[config.mk]
export PLATFORM = sky130hd
export DESIGN_NAME = lfsr_axi_master_flat
export DESIGN_NICKNAME = d
export VERILOG_FILES = /design/src/rtl/lfsr_axi_master_pkg.sv /design/src/rtl/lfsr_axi_master_if.sv /design/src/rtl/lfsr_axi_master_wr_txn.sv /design/src/rtl/lfsr_axi_master.sv /design/src/flat_wrapper.sv
export SDC_FILE = /design/constraint.sdc
export NUM_CORES = 1
export LEC_CHECK = 0
export ABC_AREA = 0
export CELL_PAD_IN_SITES_DETAIL_PLACEMENT = 1
export CELL_PAD_IN_SITES_GLOBAL_PLACEMENT = 2
export CORE_ASPECT_RATIO = 1.2
export CORE_MARGIN = 2
export CORE_UTILIZATION = 30
export CTS_CLUSTER_SIZE = 30
export DETAILED_ROUTE_END_ITERATION = 8
export GPL_ROUTABILITY_DRIVEN = 0
export PLACE_DENSITY_LB_ADDON = 0.1
export SETUP_SLACK_MARGIN = 0.3
export SKIP_CTS_REPAIR_TIMING = 1
export SYNTH_ARGS = -nofsm -noshare
export SYNTH_HDL_FRONTEND = slang
export SYNTH_HIERARCHICAL = 1
export SYNTH_SLANG_ARGS = --single-unit
[constraint.sdc]
create_clock -name clk -period 6.04 [get_ports clk]
set_input_delay 0.604 -clock clk [delete_from_list [all_inputs] [get_ports clk]]
set_output_delay 0.604 -clock clk [all_outputs]
set_load 0.01 [all_outputs]
[src/rtl/lfsr_axi_master_pkg.sv]
// Shared definitions for the LFSR AXI-Lite initiator: register map, ctrl bits, response codes, FSM encodings.
package lfsr_axi_master_pkg;

    localparam int unsigned ADDR_W = 4;
    localparam int unsigned DATA_W = 8;
    localparam int unsigned CNT_W  = 16;

    localparam logic [ADDR_W-1:0] ADDR_CTRL = 4'h0;
    localparam logic [ADDR_W-1:0] ADDR_SEED = 4'h4;
    localparam logic [ADDR_W-1:0] ADDR_TAPS = 4'h8;
    localparam logic [ADDR_W-1:0] ADDR_DATA = 4'hC;

    localparam int unsigned CTRL_EN_BIT   = 0;
    localparam int unsigned CTRL_LOAD_BIT = 1;

    localparam logic [DATA_W-1:0] CTRL_EN   = DATA_W'(1 << CTRL_EN_BIT);
    localparam logic [DATA_W-1:0] CTRL_LOAD = DATA_W'(1 << CTRL_LOAD_BIT);
    localparam logic [DATA_W-1:0] CTRL_STOP = '0;

    localparam logic [1:0] RESP_OKAY = 2'b00;

    typedef struct packed {
        logic [ADDR_W-1:0] addr;
        logic [DATA_W-1:0] data;
    } wr_req_t;

    typedef enum logic [3:0] {
        ST_IDLE,
        ST_WR_SEED,
        ST_WR_TAPS,
        ST_WR_LOAD,
        ST_WR_EN,
        ST_RD_ADDR,
        ST_RD_DATA,
        ST_OUT,
        ST_WR_STOP
    } state_t;

    typedef enum logic [1:0] {
        WR_IDLE,
        WR_ADDR,
        WR_RESP
    } wr_state_t;

    function automatic wr_req_t mk_req(input logic [ADDR_W-1:0] addr, input logic [DATA_W-1:0] data);
        wr_req_t r;
        r.addr = addr;
        r.data = data;
        return r;
    endfunction

endpackage

[src/rtl/lfsr_axi_master_if.sv]
// AXI-Lite bus between the initiator and the LFSR peripheral (4-bit address, 8-bit data).
interface lfsr_axi_master_if;
    import lfsr_axi_master_pkg::*;

    logic [ADDR_W-1:0] awaddr;
    logic              awvalid;
    logic              awready;
    logic [DATA_W-1:0] wdata;
    logic              wvalid;
    logic              wready;
    logic [1:0]        bresp;
    logic              bvalid;
    logic              bready;
    logic [ADDR_W-1:0] araddr;
    logic              arvalid;
    logic              arready;
    logic [DATA_W-1:0] rdata;
    logic              rvalid;
    logic              rready;

    modport master (
        output awaddr, awvalid, wdata, wvalid, bready, araddr, arvalid, rready,
        input  awready, wready, bresp, bvalid, arready, rdata, rvalid
    );

    modport slave (
        input  awaddr, awvalid, wdata, wvalid, bready, araddr, arvalid, rready,
        output awready, wready, bresp, bvalid, arready, rdata, rvalid
    );

endinterface

[src/rtl/lfsr_axi_master_wr_txn.sv]
// Single AXI-Lite write engine: issues AW and W together, retires each independently, then waits for B.
module lfsr_axi_master_wr_txn
    import lfsr_axi_master_pkg::*;
(
    input  logic              clk,
    input  logic              rst_n,
    input  logic              go,
    input  logic [ADDR_W-1:0] addr,
    input  logic [DATA_W-1:0] data,
    output logic [ADDR_W-1:0] awaddr,
    output logic              awvalid,
    input  logic              awready,
    output logic [DATA_W-1:0] wdata,
    output logic              wvalid,
    input  logic              wready,
    input  logic [1:0]        bresp,
    input  logic              bvalid,
    output logic              bready,
    output logic              done,
    output logic [1:0]        resp
);

    wr_state_t         state_q, state_d;
    logic              aw_ok_q, aw_ok_d;
    logic              w_ok_q, w_ok_d;
    logic              awvalid_d, wvalid_d, bready_d, done_d;
    logic [ADDR_W-1:0] awaddr_d;
    logic [DATA_W-1:0] wdata_d;
    logic [1:0]        resp_d;
    logic              aw_hs_c, w_hs_c;

    assign aw_hs_c = awvalid & awready;
    assign w_hs_c  = wvalid & wready;

    always_ff @(posedge clk or negedge rst_n) begin
        if (!rst_n) begin
            state_q <= WR_IDLE;
            aw_ok_q <= 1'b0;
            w_ok_q  <= 1'b0;
            awvalid <= 1'b0;
            wvalid  <= 1'b0;
            bready  <= 1'b0;
            done    <= 1'b0;
            awaddr  <= '0;
            wdata   <= '0;
            resp    <= RESP_OKAY;
        end else begin
            state_q <= state_d;
            aw_ok_q <= aw_ok_d;
            w_ok_q  <= w_ok_d;
            awvalid <= awvalid_d;
            wvalid  <= wvalid_d;
            bready  <= bready_d;
            done    <= done_d;
            awaddr  <= awaddr_d;
            wdata   <= wdata_d;
            resp    <= resp_d;
        end
    end

    // bready only after both AW and W have been accepted, in whichever order they complete
    always_comb begin
        state_d   = state_q;
        aw_ok_d   = aw_ok_q;
        w_ok_d    = w_ok_q;
        awvalid_d = awvalid;
        wvalid_d  = wvalid;
        bready_d  = bready;
        done_d    = 1'b0;
        awaddr_d  = awaddr;
        wdata_d   = wdata;
        resp_d    = resp;
        unique case (state_q)
            WR_IDLE: begin
                if (go) begin
                    awvalid_d = 1'b1;
                    wvalid_d  = 1'b1;
                    awaddr_d  = addr;
                    wdata_d   = data;
                    aw_ok_d   = 1'b0;
                    w_ok_d    = 1'b0;
                    state_d   = WR_ADDR;
                end
            end
            WR_ADDR: begin
                if (aw_hs_c) begin
                    awvalid_d = 1'b0;
                    aw_ok_d   = 1'b1;
                end
                if (w_hs_c) begin
                    wvalid_d = 1'b0;
                    w_ok_d   = 1'b1;
                end
                if ((aw_ok_q | aw_hs_c) && (w_ok_q | w_hs_c)) begin
                    bready_d = 1'b1;
                    state_d  = WR_RESP;
                end
            end
            WR_RESP: begin
                if (bvalid) begin
                    bready_d = 1'b0;
                    done_d   = 1'b1;
                    resp_d   = bresp;
                    state_d  = WR_IDLE;
                end
            end
            default: state_d = WR_IDLE;
        endcase
    end

endmodule

[src/rtl/lfsr_axi_master.sv]
// AXI-Lite initiator that programs the LFSR peripheral, streams CMD_COUNT samples out, then stops it.
module lfsr_axi_master
    import lfsr_axi_master_pkg::*;
(
    input  logic              clk,
    input  logic              rst_n,
    input  logic              cmd_start,
    input  logic [DATA_W-1:0] cmd_seed,
    input  logic [DATA_W-1:0] cmd_taps,
    input  logic [CNT_W-1:0]  cmd_count,
    output logic              busy,
    output logic              done,
    output logic              err,
    output logic [DATA_W-1:0] smp_data,
    output logic              smp_valid,
    input  logic              smp_ready,
    lfsr_axi_master_if.master m_axi
);

    state_t            state_q, state_d;
    logic [CNT_W-1:0]  cnt_q, cnt_d;
    logic [DATA_W-1:0] taps_q, taps_d;
    wr_req_t           req_q, req_d;
    logic              go_q, go_d;
    logic              arvalid_q, arvalid_d;
    logic              rready_q, rready_d;
    logic [ADDR_W-1:0] araddr_q, araddr_d;
    logic              busy_d, done_d, err_d, smp_valid_d;
    logic [DATA_W-1:0] smp_data_d;
    logic              wr_done;
    logic [1:0]        wr_resp;

    assign m_axi.arvalid = arvalid_q;
    assign m_axi.araddr  = araddr_q;
    assign m_axi.rready  = rready_q;

    lfsr_axi_master_wr_txn u_wr (
        .clk     (clk),
        .rst_n   (rst_n),
        .go      (go_q),
        .addr    (req_q.addr),
        .data    (req_q.data),
        .awaddr  (m_axi.awaddr),
        .awvalid (m_axi.awvalid),
        .awready (m_axi.awready),
        .wdata   (m_axi.wdata),
        .wvalid  (m_axi.wvalid),
        .wready  (m_axi.wready),
        .bresp   (m_axi.bresp),
        .bvalid  (m_axi.bvalid),
        .bready  (m_axi.bready),
        .done    (wr_done),
        .resp    (wr_resp)
    );

    always_ff @(posedge clk or negedge rst_n) begin
        if (!rst_n) begin
            state_q   <= ST_IDLE;
            cnt_q     <= '0;
            taps_q    <= '0;
            req_q     <= '0;
            go_q      <= 1'b0;
            arvalid_q <= 1'b0;
            rready_q  <= 1'b0;
            araddr_q  <= '0;
            busy      <= 1'b0;
            done      <= 1'b0;
            err       <= 1'b0;
            smp_valid <= 1'b0;
            smp_data  <= '0;
        end else begin
            state_q   <= state_d;
            cnt_q     <= cnt_d;
            taps_q    <= taps_d;
            req_q     <= req_d;
            go_q      <= go_d;
            arvalid_q <= arvalid_d;
            rready_q  <= rready_d;
            araddr_q  <= araddr_d;
            busy      <= busy_d;
            done      <= done_d;
            err       <= err_d;
            smp_valid <= smp_valid_d;
            smp_data  <= smp_data_d;
        end
    end

    // Each write state launches the next write when the engine reports its B handshake
    always_comb begin
        state_d     = state_q;
        cnt_d       = cnt_q;
        taps_d      = taps_q;
        req_d       = req_q;
        go_d        = 1'b0;
        arvalid_d   = arvalid_q;
        rready_d    = rready_q;
        araddr_d    = araddr_q;
        busy_d      = busy;
        done_d      = 1'b0;
        err_d       = err;
        smp_valid_d = smp_valid;
        smp_data_d  = smp_data;
        unique case (state_q)
            ST_IDLE: begin
                if (cmd_start && !done) begin
                    taps_d  = cmd_taps;
                    cnt_d   = cmd_count;
                    err_d   = 1'b0;
                    busy_d  = 1'b1;
                    go_d    = 1'b1;
                    req_d   = mk_req(ADDR_SEED, cmd_seed);
                    state_d = ST_WR_SEED;
                end
            end
            ST_WR_SEED: begin
                if (wr_done) begin
                    go_d    = 1'b1;
                    req_d   = mk_req(ADDR_TAPS, taps_q);
                    state_d = ST_WR_TAPS;
                end
            end
            ST_WR_TAPS: begin
                if (wr_done) begin
                    go_d    = 1'b1;
                    req_d   = mk_req(ADDR_CTRL, CTRL_LOAD);
                    state_d = ST_WR_LOAD;
                end
            end
            ST_WR_LOAD: begin
                if (wr_done) begin
                    go_d    = 1'b1;
                    req_d   = mk_req(ADDR_CTRL, CTRL_EN);
                    state_d = ST_WR_EN;
                end
            end
            ST_WR_EN: begin
                if (wr_done) begin
                    if (cnt_q == '0) begin
                        go_d    = 1'b1;
                        req_d   = mk_req(ADDR_CTRL, CTRL_STOP);
                        state_d = ST_WR_STOP;
                    end else begin
                        arvalid_d = 1'b1;
                        araddr_d  = ADDR_DATA;
                        state_d   = ST_RD_ADDR;
                    end
                end
            end
            ST_RD_ADDR: begin
                if (m_axi.arready) begin
                    arvalid_d = 1'b0;
                    rready_d  = 1'b1;
                    state_d   = ST_RD_DATA;
                end
            end
            ST_RD_DATA: begin
                if (m_axi.rvalid) begin
                    rready_d    = 1'b0;
                    smp_data_d  = m_axi.rdata;
                    smp_valid_d = 1'b1;
                    state_d     = ST_OUT;
                end
            end
            // The next AR waits for the hand-off, so backpressure stalls the bus only
            ST_OUT: begin
                if (smp_ready) begin
                    smp_valid_d = 1'b0;
                    cnt_d       = cnt_q - CNT_W'(1);
                    if (cnt_q == CNT_W'(1)) begin
                        go_d    = 1'b1;
                        req_d   = mk_req(ADDR_CTRL, CTRL_STOP);
                        state_d = ST_WR_STOP;
                    end else begin
                        arvalid_d = 1'b1;
                        araddr_d  = ADDR_DATA;
                        state_d   = ST_RD_ADDR;
                    end
                end
            end
            ST_WR_STOP: begin
                if (wr_done) begin
                    busy_d  = 1'b0;
                    done_d  = 1'b1;
                    state_d = ST_IDLE;
                end
            end
            default: state_d = ST_IDLE;
        endcase
        if (wr_done && (wr_resp != RESP_OKAY)) begin
            err_d = 1'b1;
        end
    end

endmodule

[src/flat_wrapper.sv]
// flat-port wrapper written by rule: the top's interface ports become plain ports
module lfsr_axi_master_flat import lfsr_axi_master_pkg::*;
  (clk, rst_n, cmd_start, cmd_seed, cmd_taps, cmd_count, busy, done, err, smp_data, smp_valid, smp_ready, m_axi_awaddr, m_axi_awvalid, m_axi_wdata, m_axi_wvalid, m_axi_bready, m_axi_araddr, m_axi_arvalid, m_axi_rready, m_axi_awready, m_axi_wready, m_axi_bresp, m_axi_bvalid, m_axi_arready, m_axi_rdata, m_axi_rvalid);
  lfsr_axi_master_if m_axi_i ();
  input  logic clk;
  input  logic rst_n;
  input  logic cmd_start;
  input  logic [DATA_W-1:0] cmd_seed;
  input  logic [DATA_W-1:0] cmd_taps;
  input  logic [CNT_W-1:0] cmd_count;
  output logic busy;
  output logic done;
  output logic err;
  output logic [DATA_W-1:0] smp_data;
  output logic smp_valid;
  input  logic smp_ready;
  output wire logic [$bits(m_axi_i.awaddr)-1:0] m_axi_awaddr;
  output wire logic [$bits(m_axi_i.awvalid)-1:0] m_axi_awvalid;
  output wire logic [$bits(m_axi_i.wdata)-1:0] m_axi_wdata;
  output wire logic [$bits(m_axi_i.wvalid)-1:0] m_axi_wvalid;
  output wire logic [$bits(m_axi_i.bready)-1:0] m_axi_bready;
  output wire logic [$bits(m_axi_i.araddr)-1:0] m_axi_araddr;
  output wire logic [$bits(m_axi_i.arvalid)-1:0] m_axi_arvalid;
  output wire logic [$bits(m_axi_i.rready)-1:0] m_axi_rready;
  input wire logic [$bits(m_axi_i.awready)-1:0] m_axi_awready;
  input wire logic [$bits(m_axi_i.wready)-1:0] m_axi_wready;
  input wire logic [$bits(m_axi_i.bresp)-1:0] m_axi_bresp;
  input wire logic [$bits(m_axi_i.bvalid)-1:0] m_axi_bvalid;
  input wire logic [$bits(m_axi_i.arready)-1:0] m_axi_arready;
  input wire logic [$bits(m_axi_i.rdata)-1:0] m_axi_rdata;
  input wire logic [$bits(m_axi_i.rvalid)-1:0] m_axi_rvalid;
  assign m_axi_awaddr = m_axi_i.awaddr;
  assign m_axi_awvalid = m_axi_i.awvalid;
  assign m_axi_wdata = m_axi_i.wdata;
  assign m_axi_wvalid = m_axi_i.wvalid;
  assign m_axi_bready = m_axi_i.bready;
  assign m_axi_araddr = m_axi_i.araddr;
  assign m_axi_arvalid = m_axi_i.arvalid;
  assign m_axi_rready = m_axi_i.rready;
  assign m_axi_i.awready = m_axi_awready;
  assign m_axi_i.wready = m_axi_wready;
  assign m_axi_i.bresp = m_axi_bresp;
  assign m_axi_i.bvalid = m_axi_bvalid;
  assign m_axi_i.arready = m_axi_arready;
  assign m_axi_i.rdata = m_axi_rdata;
  assign m_axi_i.rvalid = m_axi_rvalid;
  lfsr_axi_master u_core (.clk(clk), .rst_n(rst_n), .cmd_start(cmd_start), .cmd_seed(cmd_seed), .cmd_taps(cmd_taps), .cmd_count(cmd_count), .busy(busy), .done(done), .err(err), .smp_data(smp_data), .smp_valid(smp_valid), .smp_ready(smp_ready), .m_axi(m_axi_i));
endmodule
==> run summary <==
===========================================================================================
YS warnings                                                                               6
Cell depth of the worst flop-to-flop path                                                 5
Gate Count Post-Synth                                                                   392
Sequential cell area                                                           0.001902 mm2
Number of design-rule violations left by the first detailed-router iteration            114
Max-capacitance violation count                                                           0
Critical path startpoint                                                       u_core/state_q[1]
Layout Nets                                                                             518
Final number of setup-violating endpoints                                                 0
Die outline area                                                                0.01421 mm2
Setup TNS                                                                              0 ps
Final-report hold violation count                                                         0
Power density cells                                                            495.5 mW/mm2
Comb power frac                                                                       42.4%
Switching power of the nets                                                        948.6 uW
Register-to-Register Setup Slack                                                    3320 ps
Achievable clock frequency                                                       0.3676 GHz
Proportion of register bits with asynchronous set or reset after synthesis           100.0%
Clk sinks                                                                                76
Critical R2R Capture                                                           u_core/req_q[0]
Largest net degree at the start of global routing                                        77
Type of the worst min-delay path                                                   in2async
Number of vias after detailed routing                                                  3227
Final Cycle Share                                                                    45.04%
Slew margin rel.                                                                     34.16%
Area growth, synth to finish                                                         30.45%
GR Util All Layers                                                                   15.99%
Final clock skew                                                                   5.539 ps
Cell Area, Synth                                                               0.003981 mm2
Number of global-route vias before repair                                              3330
Sw Share                                                                             36.86%
Die height                                                                         130.2 um
Clock Pin Slew Worst Setup and Hold Paths                                             60 ps
Die width                                                                          109.2 um
Startpoint of the worst register-to-register path                              u_core/state_q[1]
Ports placed on the boundary                                                             84
Met2 routed WL                                                                      5657 um
Top post-synthesis cells by area                                               sky130_fd_sc_hd__dfrtp_1 48%, sky130_fd_sc_hd__mux2_4 6.4%, sky130_fd_sc_hd__nand2_1 3.6%, sky130_fd_sc_hd__mux2_2 3.4%, sky130_fd_sc_hd__a21oi_1 3.3%
Final non-filler cell area                                                     0.005194 mm2
Global-route wire length before repair                                             17530 um
Aggregate global routing overflow                                                         0
Destination of the critical timing path                                        u_core/req_q[0]
Post-layout minimum cycle time                                                      2721 ps
Nature of the critical path endpoint                                                   flop
Internal power of the cells                                                         1625 uW
Count of flip-flops with a built-in enable after synthesis                                0
Sequential element share of the synthesized area                                     47.77%
DR WL/cell                                                                         16.76 um
Filler instances                                                                       1451
Proportion of power drawn by the clock network                                        21.2%
H-tree depth                                                                              3
Uppermost metal layer occupied by signal nets                                          met4
Seq pwr share                                                                         36.4%
Final antenna-violating net count                                                         0
CTS max path bufs                                                                         2
Data arrival time of the worst path                                                 2940 ps
Detailed-route wire length                                                         10700 um
Worst-path fanout max                                                                    20
Detailed placer's ending HPWL                                                       7697 um
Starting density of the core                                                         30.47%
Share of final-layout standard cells stronger than drive strength 1                  14.04%
Number of I/O port buffers                                                               81
# rows                                                                                   46
Critical Setup Path Class                                                           reg2reg
Dominant cell by count in the synthesized netlist                              sky130_fd_sc_hd__dfrtp_1
Clock insertion delay at the later pin of the skew report                            330 ps
Static leakage power                                                            0.002199 uW
Wire length on met1                                                                 4636 um
Area share of the largest cell type after synthesis                                  47.77%
Cell type contributing the most total cell area after synthesis                sky130_fd_sc_hd__dfrtp_1
List of most frequent post-synthesis cells                                     76 x sky130_fd_sc_hd__dfrtp_1, 38 x sky130_fd_sc_hd__nand2_1, 31 x sky130_fd_sc_hd__nor2_1, 26 x sky130_fd_sc_hd__a21oi_1, 18 x sky130_fd_sc_hd__o21ai_0
Core ar.                                                                        0.01307 mm2
Max VDD drop                                                                       168.9 uV
Distinct cells, synth                                                                    63
Outcome                                                                        finished clean
Detailed-route DRC error count                                                            0
Routed length on met3                                                                294 um
Unrepaired setup endpoints after global routing                                       false
Synthesized flop and latch total                                                         76
Clock tree from TritonCTS                                                              done
Crit start category                                                                    flop
Worst-Margin Slew                                                                  987.5 ps
Pins over their slew limit                                                                0
Placed instance area                                                           0.004891 mm2
Clock tree root buffer cell                                                    sky130_fd_sc_hd__clkbuf_16
Number of vias per cell                                                               5.058
Critical path data required time                                                    6260 ps
Primary FF master, synth                                                       sky130_fd_sc_hd__dfrtp_1
Total clock buffers created by CTS                                                        9
Number of antenna violations at the first check in global routing                         0
Initial DRT Pass Iterations                                                               4
Mean instance size in the synthesized netlist                                     10.16 um2
Antenna fix cells                                                                         0
Combined area of the multi-input logic cells                                   0.001892 mm2
===========================================================================================
## registers in the layout (all words and copies together) (netlist names), 2 cells and up
register	flops
u_core/cnt_q	16
u_core/u_wr/wdata	8
u_core/req_q	10
u_core/u_wr/awaddr	4
u_core/state_q	4
u_core/smp_data	8
u_core/u_wr/resp	2
u_core/taps_q	8
u_core/u_wr/state_q	2
## power by group through the flow
stage | combinational, uW | clock [uW] | sequential [uW]
6_report | 1090 | 546 | 936
5_1_grt | 1220 | 585 | 979
4_1_cts | 1110 | 564 | 943
3_5_place_dp | 1110 | 0 | 950
3_3_place_gp | 1090 | 0 | 941
2_1_floorplan | 739 | 0 | 904
## how the worst min path moves through the flow
stage                               from              endpoint  slack [ps]
floorplan                          rst_n           u_core/busy         310
CTS                                rst_n   u_core/u_wr/awvalid         480
global route        u_core/m_axi.arvalid  u_core/m_axi.arvalid         500
detailed placement      u_core/smp_valid      u_core/smp_valid         470
global placement        u_core/smp_valid      u_core/smp_valid         460
finish                             rst_n   u_core/u_wr/awvalid         430
## per-stage QoR
stage	total power, uW	utilization (%)	hold WS [ps]	std cells	worst slack (ps)
after floorplan	1643	-	308.4	395	4022
after CTS	2619	39.75	483.7	638	3301
final	2574	39.75	432.9	638	3319
after detailed placement	2059	37.44	469.3	622	3247
after global routing	2779	39.75	503.1	638	3168
after global placement	2028	37.44	461.6	622	3271
## placed cells by master, fill, tap and decap left out, types with 4 or more instances in the layout
cell	count
sky130_fd_sc_hd__a21oi_1	26
sky130_fd_sc_hd__a22o_1	11
sky130_fd_sc_hd__a22oi_1	12
sky130_fd_sc_hd__buf_4	4
sky130_fd_sc_hd__clkbuf_16	9
sky130_fd_sc_hd__clkdlybuf4s50_1	80
sky130_fd_sc_hd__conb_1	4
sky130_fd_sc_hd__dfrtp_1	76
sky130_fd_sc_hd__inv_1	12
sky130_fd_sc_hd__mux2_2	12
sky130_fd_sc_hd__mux2_4	17
sky130_fd_sc_hd__nand2_1	38
sky130_fd_sc_hd__nand3_1	6
sky130_fd_sc_hd__nor2_1	31
sky130_fd_sc_hd__nor3_1	13
sky130_fd_sc_hd__o21ai_0	18
sky130_fd_sc_hd__o21ai_1	17
sky130_fd_sc_hd__o2bb2ai_1	13
## critical path: stages (launching register included)
cell                      delay (ps)
sky130_fd_sc_hd__dfrtp_1         640
sky130_fd_sc_hd__and4b_1         490
sky130_fd_sc_hd__and2_1          230
sky130_fd_sc_hd__a22o_1          190
sky130_fd_sc_hd__a22oi_2         680
sky130_fd_sc_hd__mux2_1          380
## per-layer routing
| metal | vias up | GRT usage (%) |
|---|---|---|
| li1 | 1562 | - |
| met1 | 1619 | 19.29 |
| met2 | 40 | 28.53 |
| met3 | 6 | 3.097 |
| met4 | 0 | 4.977 |
| met5 | - | 0 |
## kinds of logic after synthesis
logic type               Yosys count  share of synthesized area, %
adder cells (fa/ha/maj)            2                        0.6284
flip-flops                        76                         47.77
XOR/XNOR                           1                        0.2200
buffers and inverters             40                         4.997
other                              1                       0.09419
multiplexers                      33                         10.90
AND/OR/NAND/NOR                  123                         16.28
AO/OA/AOI/OAI                    116                         19.11
## final cells by class
type | count | share of cell area [%]
Clock inverter | 6 | 1.229
Sequential cell | 76 | 36.62
Timing Repair Buffer | 84 | 16.00
Inverter | 15 | 1.084
Clock buffer | 10 | 4.601
Multi-Input combinational cell | 279 | 36.42
Tap cell | 168 | 4.047
No activity file was read; power rests on OpenSTA's default activity.
